===== config.mk =====
export PLATFORM = sky130hd
export DESIGN_NAME = game_flow_ctrl
export DESIGN_NICKNAME = d
export VERILOG_FILES = /design/src/rtl/game_flow_ctrl.sv
export SDC_FILE = /design/constraint.sdc
export NUM_CORES = 1
export LEC_CHECK = 0
export BUFFER_PORTS_ARGS = -buffer_cell sky130_fd_sc_hd__buf_4
export CAP_MARGIN = 0
export CORE_AREA = 2 2 129 68
export DETAILED_ROUTE_END_ITERATION = 6
export DIE_AREA = 0 0 131 70
export PLACE_DENSITY_LB_ADDON = 0.3
export SYNTH_ARGS = -nofsm -noshare
export SYNTH_HDL_FRONTEND = slang
export SYNTH_SLANG_ARGS = --single-unit
export TNS_END_PERCENT = 10

===== constraint.sdc =====
create_clock -name pclk -period 2.7 [get_ports pclk]
set_input_delay 0.27 -clock pclk [delete_from_list [all_inputs] [get_ports pclk]]
set_output_delay 0.27 -clock pclk [all_outputs]
set_load 0.05 [all_outputs]

===== src/rtl/game_flow_ctrl.sv =====
// game_flow_ctrl: frame-timed game sequencer owning level, per-player lives,
// invulnerability windows, level-up pause and game-over for N players.
// Optional build macro GAME_FLOW_PAUSE_EN adds pause_req/paused and a PAUSED
// state (reported as state=0 with freeze=1).
module game_flow_ctrl #(
    parameter int unsigned N_PLAYERS     = 2,
    parameter int unsigned LEVEL_W       = 4,
    parameter int unsigned MAX_LEVEL     = 9,
    parameter int unsigned LIVES_W       = 3,
    parameter int unsigned LIVES_INIT    = 3,
    parameter int unsigned INVULN_FRAMES = 60,
    parameter int unsigned PAUSE_FRAMES  = 120
) (
    input  logic                           pclk,
    input  logic                           rst,
    input  logic                           vsync_in,
    input  logic                           start,
    input  logic [N_PLAYERS-1:0]           hit,
    input  logic                           enemies_cleared,
`ifdef GAME_FLOW_PAUSE_EN
    input  logic                           pause_req,
    output logic                           paused,
`endif
    output logic [LEVEL_W-1:0]             level,
    output logic                           level_change,
    output logic [N_PLAYERS*LIVES_W-1:0]   lives,
    output logic [N_PLAYERS-1:0]           alive,
    output logic [N_PLAYERS-1:0]           invuln,
    output logic                           freeze,
    output logic                           game_over,
    output logic [1:0]                     state
);

    localparam int unsigned FRAME_MAX = (INVULN_FRAMES > PAUSE_FRAMES) ? INVULN_FRAMES : PAUSE_FRAMES;
    localparam int unsigned FRAME_W   = $clog2(FRAME_MAX + 1);

    localparam logic [N_PLAYERS-1:0][LIVES_W-1:0] LIVES_RST = {N_PLAYERS{LIVES_W'(LIVES_INIT)}};
    localparam logic [N_PLAYERS-1:0]              ALIVE_RST = (LIVES_INIT != 0) ? '1 : '0;

`ifdef GAME_FLOW_PAUSE_EN
    typedef enum logic [2:0] {
        ST_IDLE      = 3'd0,
        ST_PLAY      = 3'd1,
        ST_LEVEL_UP  = 3'd2,
        ST_GAME_OVER = 3'd3,
        ST_PAUSED    = 3'd4
    } state_t;
`else
    typedef enum logic [1:0] {
        ST_IDLE      = 2'd0,
        ST_PLAY      = 2'd1,
        ST_LEVEL_UP  = 2'd2,
        ST_GAME_OVER = 2'd3
    } state_t;
`endif

    state_t                              r_state, w_state_nx;
    logic                                r_vsync_q;
    logic                                w_tick;
    logic [LEVEL_W-1:0]                  r_level, w_level_nx;
    logic                                r_level_change, w_level_change_nx;
    logic [N_PLAYERS-1:0][LIVES_W-1:0]   r_lives, w_lives_nx;
    logic [N_PLAYERS-1:0][FRAME_W-1:0]   r_inv_cnt, w_inv_cnt_nx;
    logic [FRAME_W-1:0]                  r_pause_cnt, w_pause_cnt_nx;
    logic [N_PLAYERS-1:0]                r_alive, w_alive_nx;
    logic [N_PLAYERS-1:0]                r_invuln, w_invuln_nx;
    logic                                r_freeze, w_freeze_nx;
    logic                                r_game_over, w_game_over_nx;
    logic [1:0]                          r_state_code, w_state_code_nx;
`ifdef GAME_FLOW_PAUSE_EN
    logic                                r_paused, w_paused_nx;
`endif

    // Frame tick: one-cycle pulse on each vsync rising edge
    assign w_tick = vsync_in & ~r_vsync_q;

    // State register and all registered outputs
    always_ff @(posedge pclk) begin
        if (rst) begin
            r_state        <= ST_IDLE;
            r_vsync_q      <= 1'b0;
            r_level        <= LEVEL_W'(1);
            r_level_change <= 1'b0;
            r_lives        <= LIVES_RST;
            r_inv_cnt      <= '0;
            r_pause_cnt    <= '0;
            r_alive        <= ALIVE_RST;
            r_invuln       <= '0;
            r_freeze       <= 1'b1;
            r_game_over    <= 1'b0;
            r_state_code   <= 2'd0;
`ifdef GAME_FLOW_PAUSE_EN
            r_paused       <= 1'b0;
`endif
        end else begin
            r_state        <= w_state_nx;
            r_vsync_q      <= vsync_in;
            r_level        <= w_level_nx;
            r_level_change <= w_level_change_nx;
            r_lives        <= w_lives_nx;
            r_inv_cnt      <= w_inv_cnt_nx;
            r_pause_cnt    <= w_pause_cnt_nx;
            r_alive        <= w_alive_nx;
            r_invuln       <= w_invuln_nx;
            r_freeze       <= w_freeze_nx;
            r_game_over    <= w_game_over_nx;
            r_state_code   <= w_state_code_nx;
`ifdef GAME_FLOW_PAUSE_EN
            r_paused       <= w_paused_nx;
`endif
        end
    end

    // Next-state, counter and output decode
    always_comb begin
        w_state_nx        = r_state;
        w_level_nx        = r_level;
        w_level_change_nx = 1'b0;
        w_lives_nx        = r_lives;
        w_inv_cnt_nx      = r_inv_cnt;
        w_pause_cnt_nx    = r_pause_cnt;

        case (r_state)
            ST_IDLE: begin
                if (start) begin
                    w_state_nx        = ST_PLAY;
                    w_level_nx        = LEVEL_W'(1);
                    w_level_change_nx = 1'b1;
                    w_lives_nx        = LIVES_RST;
                end
            end
            ST_PLAY: begin
                // Hit gating uses the registered invuln flag, so a held hit costs one life
                for (int unsigned i = 0; i < N_PLAYERS; i++) begin
                    if (w_tick && (r_inv_cnt[i] != '0)) begin
                        w_inv_cnt_nx[i] = r_inv_cnt[i] - FRAME_W'(1);
                    end
                    if (hit[i] && (r_lives[i] != '0) && !r_invuln[i]) begin
                        w_lives_nx[i]   = r_lives[i] - LIVES_W'(1);
                        w_inv_cnt_nx[i] = FRAME_W'(INVULN_FRAMES);
                    end
                end
                if (w_lives_nx == '0) begin
                    w_state_nx = ST_GAME_OVER;
                end else if (enemies_cleared) begin
                    w_state_nx        = ST_LEVEL_UP;
                    w_level_nx        = (r_level == LEVEL_W'(MAX_LEVEL)) ? LEVEL_W'(1)
                                                                         : r_level + LEVEL_W'(1);
                    w_level_change_nx = 1'b1;
                    w_pause_cnt_nx    = FRAME_W'(PAUSE_FRAMES);
                end
`ifdef GAME_FLOW_PAUSE_EN
                else if (pause_req) begin
                    w_state_nx = ST_PAUSED;
                end
`endif
            end
            ST_LEVEL_UP: begin
                for (int unsigned i = 0; i < N_PLAYERS; i++) begin
                    if (w_tick && (r_inv_cnt[i] != '0)) begin
                        w_inv_cnt_nx[i] = r_inv_cnt[i] - FRAME_W'(1);
                    end
                end
                if (w_tick && (r_pause_cnt != '0)) begin
                    w_pause_cnt_nx = r_pause_cnt - FRAME_W'(1);
                end
                if (w_pause_cnt_nx == '0) begin
                    w_state_nx = ST_PLAY;
                end
            end
            ST_GAME_OVER: begin
                if (start) begin
                    w_state_nx        = ST_PLAY;
                    w_level_nx        = LEVEL_W'(1);
                    w_level_change_nx = 1'b1;
                    w_lives_nx        = LIVES_RST;
                    w_inv_cnt_nx      = '0;
                end
            end
`ifdef GAME_FLOW_PAUSE_EN
            ST_PAUSED: begin
                if (pause_req) begin
                    w_state_nx = ST_PLAY;
                end
            end
`endif
            default: begin
                w_state_nx = ST_IDLE;
            end
        endcase

        for (int unsigned i = 0; i < N_PLAYERS; i++) begin
            w_alive_nx[i]  = (w_lives_nx[i] != '0);
            w_invuln_nx[i] = (w_inv_cnt_nx[i] != '0);
        end
        w_freeze_nx    = (w_state_nx != ST_PLAY);
        w_game_over_nx = (w_state_nx == ST_GAME_OVER);
`ifdef GAME_FLOW_PAUSE_EN
        w_paused_nx     = (w_state_nx == ST_PAUSED);
        w_state_code_nx = (w_state_nx == ST_PAUSED) ? 2'd0 : w_state_nx[1:0];
`else
        w_state_code_nx = w_state_nx;
`endif
    end

    assign level        = r_level;
    assign level_change = r_level_change;
    assign lives        = r_lives;
    assign alive        = r_alive;
    assign invuln       = r_invuln;
    assign freeze       = r_freeze;
    assign game_over    = r_game_over;
    assign state        = r_state_code;
`ifdef GAME_FLOW_PAUSE_EN
    assign paused       = r_paused;
`endif

endmodule

* Word level (Yosys, flattened, before mapping) *
Index checks and enable logic that the tools add are counted.

operators by class
  bitwise operators = 2
  multiplexer cells = 31
  equal/unequal tests = 9
  reductions and logical operators = 26
  $add $sub $neg = 6

operators by type and width
  cell                   number
  $mux W7                8
  $pmux W14 S3           1
  $reduce_bool A7 Y1     5
  $sub A7 B1 Y7 const B  3
  $mux W4                4
  $mux W14               1
  $pmux W7 S2            1
  $mux W3                4
  $pmux W6 S2            1
  $reduce_bool A3 Y1     4
  $mux W2                4
  $pmux W4 S2            1
  $logic_and A1 B1 Y1    7
  $logic_not A7 Y1       1
  $eq A2 B2 Y1 const B   3
  $logic_not A6 Y1       1
  $mux W6                1
  $pmux W2 S3            1
  $sub A3 B1 Y3 const B  2
  $add A4 B1 Y4 const B  1
  $eq A4 B4 Y1 const B   1
  $ne A2 B1 Y1 const B   2
  $ne A2 B2 Y1 const B   2
  $reduce_and A4 Y1      1
  10 further kinds       14

storage, ports and cells
  input bits = 7
  output and inout bits = 19
  flip-flop bits (word level) = 41
  logic and storage cells = 87

* Depth between registers and ports, before layout *
  word-level depth = 9
  depth in mapped cells = 9
  depth with buffers taken out = 9

* Worst setup path after synthesis *
No wires, ideal clock.

  kind = register -> register
  from = register r_lives, in the netlist lives[3]
  to = register r_pause_cnt[4]
  buffers on the path = 0
  clock period less this slack = 2.835 ns
  data arrival time = 2.732 ns
  library setup time = 0.103 ns
  required time = 2.597 ns
  cell stages (with the launch flop) = 10
  path slack = -0.135 ns
  cells stage by stage = dfxtp_1 -> inv_1 -> ha_1 -> ha_1 -> nor3b_2 -> mux2_2 -> o211ai_1 -> o21ai_1 -> and2_1 -> a2111oi_2

on the way
  longest elaborated chain between the ends = 8
  elaborated cells on any way between the ends = 9
  those cells by class = add/sub: 1; eq/ne: 1; mux: 2; reduce/logical: 5

ends and longest elaborated chain
  item                                                   line  text
  from (decl)                                            62    logic [N_PLAYERS-1:0][LIVES_W-1:0] r_lives, w_lives_nx;
  from (signal assigned)                                 100   r_lives <= w_lives_nx;
  branches (longest 3 deep; another with $sub A3 B1 Y3)  -
  $mux W3 (*)                                            138   if (hit[i] && (r_lives[i] != '0) && !r_invuln[i]) begin
  $mux W3 (*)                                            123   case (r_state)
  $logic_not A6 Y1 (*)                                   143   if (w_lives_nx == '0) begin
  $ne A2 B2 Y1 (no line) (*)                             -
  $reduce_and A3 Y1 (no line) (*)                        -
  to (signal assigned)                                   102   r_pause_cnt <= w_pause_cnt_nx;
  to (decl)                                              64    logic [FRAME_W-1:0] r_pause_cnt, w_pause_cnt_nx;

Every way passes the cells marked *. The select of a mux whose other input is x is not followed.
A chain may end at the register's enable or synchronous reset.

* Final worst setup path *
  from = register r_lives, in the netlist lives[3]
  to = register r_level[1] (netlist: level[1])

on the way
  longest elaborated chain between the ends = 8
  elaborated cells on any way between the ends = 9
  those cells by class = add/sub: 1; eq/ne: 1; mux: 2; reduce/logical: 5

ends and longest elaborated chain
  item                                                   line  text
  branches (longest 3 deep; another with $sub A3 B1 Y3)  -
  $mux W3 (*)                                            138
  $mux W3 (*)                                            123
  $logic_not A6 Y1 (*)                                   143
  $ne A2 B2 Y1 (no line) (*)                             -
  $reduce_and A4 Y1 (no line) (*)                        -
  to (signal assigned)                                   98    r_level <= w_level_nx;
  to (decl)                                              60    logic [LEVEL_W-1:0] r_level, w_level_nx;

Marked as above.

==> out/qor.csv <==
metric;value;unit
Leak;1.29;nW
vias in the first global route;2467;
hold buffers post-CTS;0;
status;completed;
Clock Tree Root;clkbuf_16;
Clock power frac;20.7;%
worst-path fanout max;5;
via count;2830;
WP data required;2.88;ns
GP Congestion;0.900;
Reg clk slew, reported paths;0.06;ns
RSZ-0062 raised after global routing;no;
Crit path largest cell delay;0.37;ns
Post-synth EDFFs;0;
Hold Vio Cnt, Final;0;
Synth area leader;dfxtp_1;
worst slack at placement;0.113;ns
Period minus WS final;2.55;ns
Post-synth top cells;41 x dfxtp_1, 37 x nor2_1, 25 x inv_1, 23 x a21oi_1, 22 x o21ai_0;
largest net degree at the start of global routing;31;
Non-Filler Instances;502;
Die X-Extent;131;um
DRC;0;
total power;0.00342;W
clk buf depth;2;
maxcap violations;0;
register area share after synthesis;30.0;%
worst skew pair latency;0.29;ns
Min-Delay Path Class;input pin to flop;
final setup violating endpoints;0;
fmax;0.393;GHz
worst r2r src;lives[3];
crit-path cells;inv_1 -> ha_1 -> ha_1 -> nor3b_2 -> mux2_2 -> o211ai_1 -> o211ai_1 -> a21oi_2 -> mux2_2;
#FFs+latches synth;41;
first-iteration detailed-routing DRC count;399;
routed len/inst;15.5;um
Vias per Instance;5.64;
synth top area cells;dfxtp_1 30%, ha_1 7.3%, nor2_1 5.1%, a21oi_1 4.2%, o21ai_0 4.0%;
WS Path Type;flop to flop;
Post-Route WL;7770;um
HPWL after DPL;5940;um
pwr/cell area;1020;nW/um2
Final Worst Setup Slack;0.154;ns
hold path depth;2;
Switching Share;45.0;%
Worst R2R Path Depth;9;
Cell variety after synth;66;
syn nets;369;
Yosys Warn Count;0;
Main synth FF type;dfxtp_1;
worst clock skew;0.00626;ns
Final period util;94.3;%
first-pass GRT wire length;12600;um
die area;9170;um2
Syn Area/Cell;7.92;um2
I/O pin count;26;
Int Power;0.00188;W
CP startpoint kind;flop;
most frequent cell after synthesis;dfxtp_1;
Final #Nets;407;
Sequential Power Share;25.1;%
CORE AREA;8260;um2
Slew headroom;53.1;%
Comb power frac;54.2;%
die height;70;um
CTS tree;yes;
DR pass1 iterations;6;
Synth Instances;346;
Hold Startpoint;vsync_in;
share of cells above drive strength 1;19.5;%
Worst Path Arrival;2.72;ns
initial core utilization;33.2;%
Max IR drop VDD;353;uV
share of synthesized registers carrying an async set or reset;0;%
GRT Total Usage;17.4;%
Final TNS setup;0;ns
IO buf count;25;
Worst setup EP type;flop;
initial antenna violation count;0;
post-synth top area share;30.0;%
NetSw;0.00154;W
TritonCTS buffer count;5;
row count;24;
synthesized area;2740;um2
clk sink count;41;
Max Slew Vio Count;0;
Slew @ Worst Pin;0.698;ns
Slowest cell on crit path;mux2_2;
FILL cells;816;
H-tree depth;2;
ANT cells;0;
DP Cell Count;493;
Area Overhead vs Synth;22.4;%
Setup crit start;lives[3];
GRT overflow;0;
Routed Antenna Nets;0;
[cell families after synthesis]
logic type / Yosys count / share of synthesized area (%)
and+or+nand+nor: 129 / 25.3
AOI/OAI and AO/OA: 115 / 29.6
DFF: 41 / 30.0
buffers and inverters: 39 / 5.48
adders and majority gates: 16 / 7.31
muxes: 6 / 2.33
[flip-flops by register name (all words and copies together), names as in the netlist, 2 cells and up]
register,count
state,2
invuln,2
lives,6
alive,2
level,4
r_pause_cnt,7
r_inv_cnt,14
[cell usage in the layout, fill, tap and decap left out, types with 3 or more instances in the layout]
cell and instances:
a211oi_1 9, a21oi_1 22, a221oi_1 4, a31oi_1 7, and2_1 3, buf_4 45, clkbuf_16 5, dfxtp_1 39
ha_1 16, inv_1 25, mux2_2 3, mux2i_1 3, nand2_1 19, nand2b_1 8, nand3_1 9, nand3b_1 3
nand4_1 5, nor2_1 37, nor2b_1 8, nor3_1 8, nor4_1 6, o2111ai_1 3, o211ai_1 8, o21a_1 3
o21ai_0 22, o32ai_1 3, or2_2 4, or3_1 5
[critical path, delay by kind of cell (launching register included)]
family | cells | cell delay, ns
flip-flops | 1 | 0.36
AO/OA/AOI/OAI | 3 | 0.67
buffers and inverters | 1 | 0.07
adder cells (fa/ha/maj) | 2 | 0.42
multiplexers | 2 | 0.71
AND/OR/NAND/NOR | 1 | 0.20
[final timing paths]
kind | to | slack (ns)
hold reg to reg | level[3] | 0.52
setup / recovery | level[1] | 0.15
setup reg to reg | level[1] | 0.15
hold / removal | r_vsync_q | 0.21
[power groups by stage]
stage / clock network [W] / logic [W] / registers (W)
floorplan: 0 / 0.00103 / 0.00109
global placement: 0 / 0.00180 / 0.000868
detailed placement: 0 / 0.00180 / 0.000871
CTS: 0.000722 / 0.00180 / 0.000858
global route: 0.000751 / 0.00201 / 0.000882
finish: 0.000708 / 0.00186 / 0.000860
[repair_timing]
item                                    CTS  global route
gates resized for setup                   0             2
endpoints found under the setup margin    0             5
setup buffers                             0             1
hold endpoints to repair                  0             0
[per-layer routing]
layer	up-vias	wire length (um)	global-route usage, %
li1	1377	-	-
met1	1307	3970	27.5
met2	137	3000	23.0
met3	9	738	4.37
met4	0	57	3.78
met5	-	0	0
[area by class of cell]
class / instances / area (um2) / area share, %
Tap cell: 117 / 146 / 4.37
Sequential cell: 41 / 823 / 24.6
Multi-Input combinational cell: 266 / 1780 / 52.9
Inverter: 25 / 93.8 / 2.80
Clock buffer: 6 / 139 / 4.14
Timing Repair Buffer: 45 / 338 / 10.1
Clock inverter: 2 / 37.5 / 1.12
[per-stage QoR]
stage          hold WS, ns  utilization [%]  cell area (um2)
3_3_place_gp         0.509             38.3             3160
2_1_floorplan        0.351                -             2740
5_1_grt              0.247             40.6             3350
3_5_place_dp         0.514             38.3             3160
6_report             0.212             40.6             3350
4_1_cts              0.212             40.4             3340
Power figures use the tool's default switching activity.
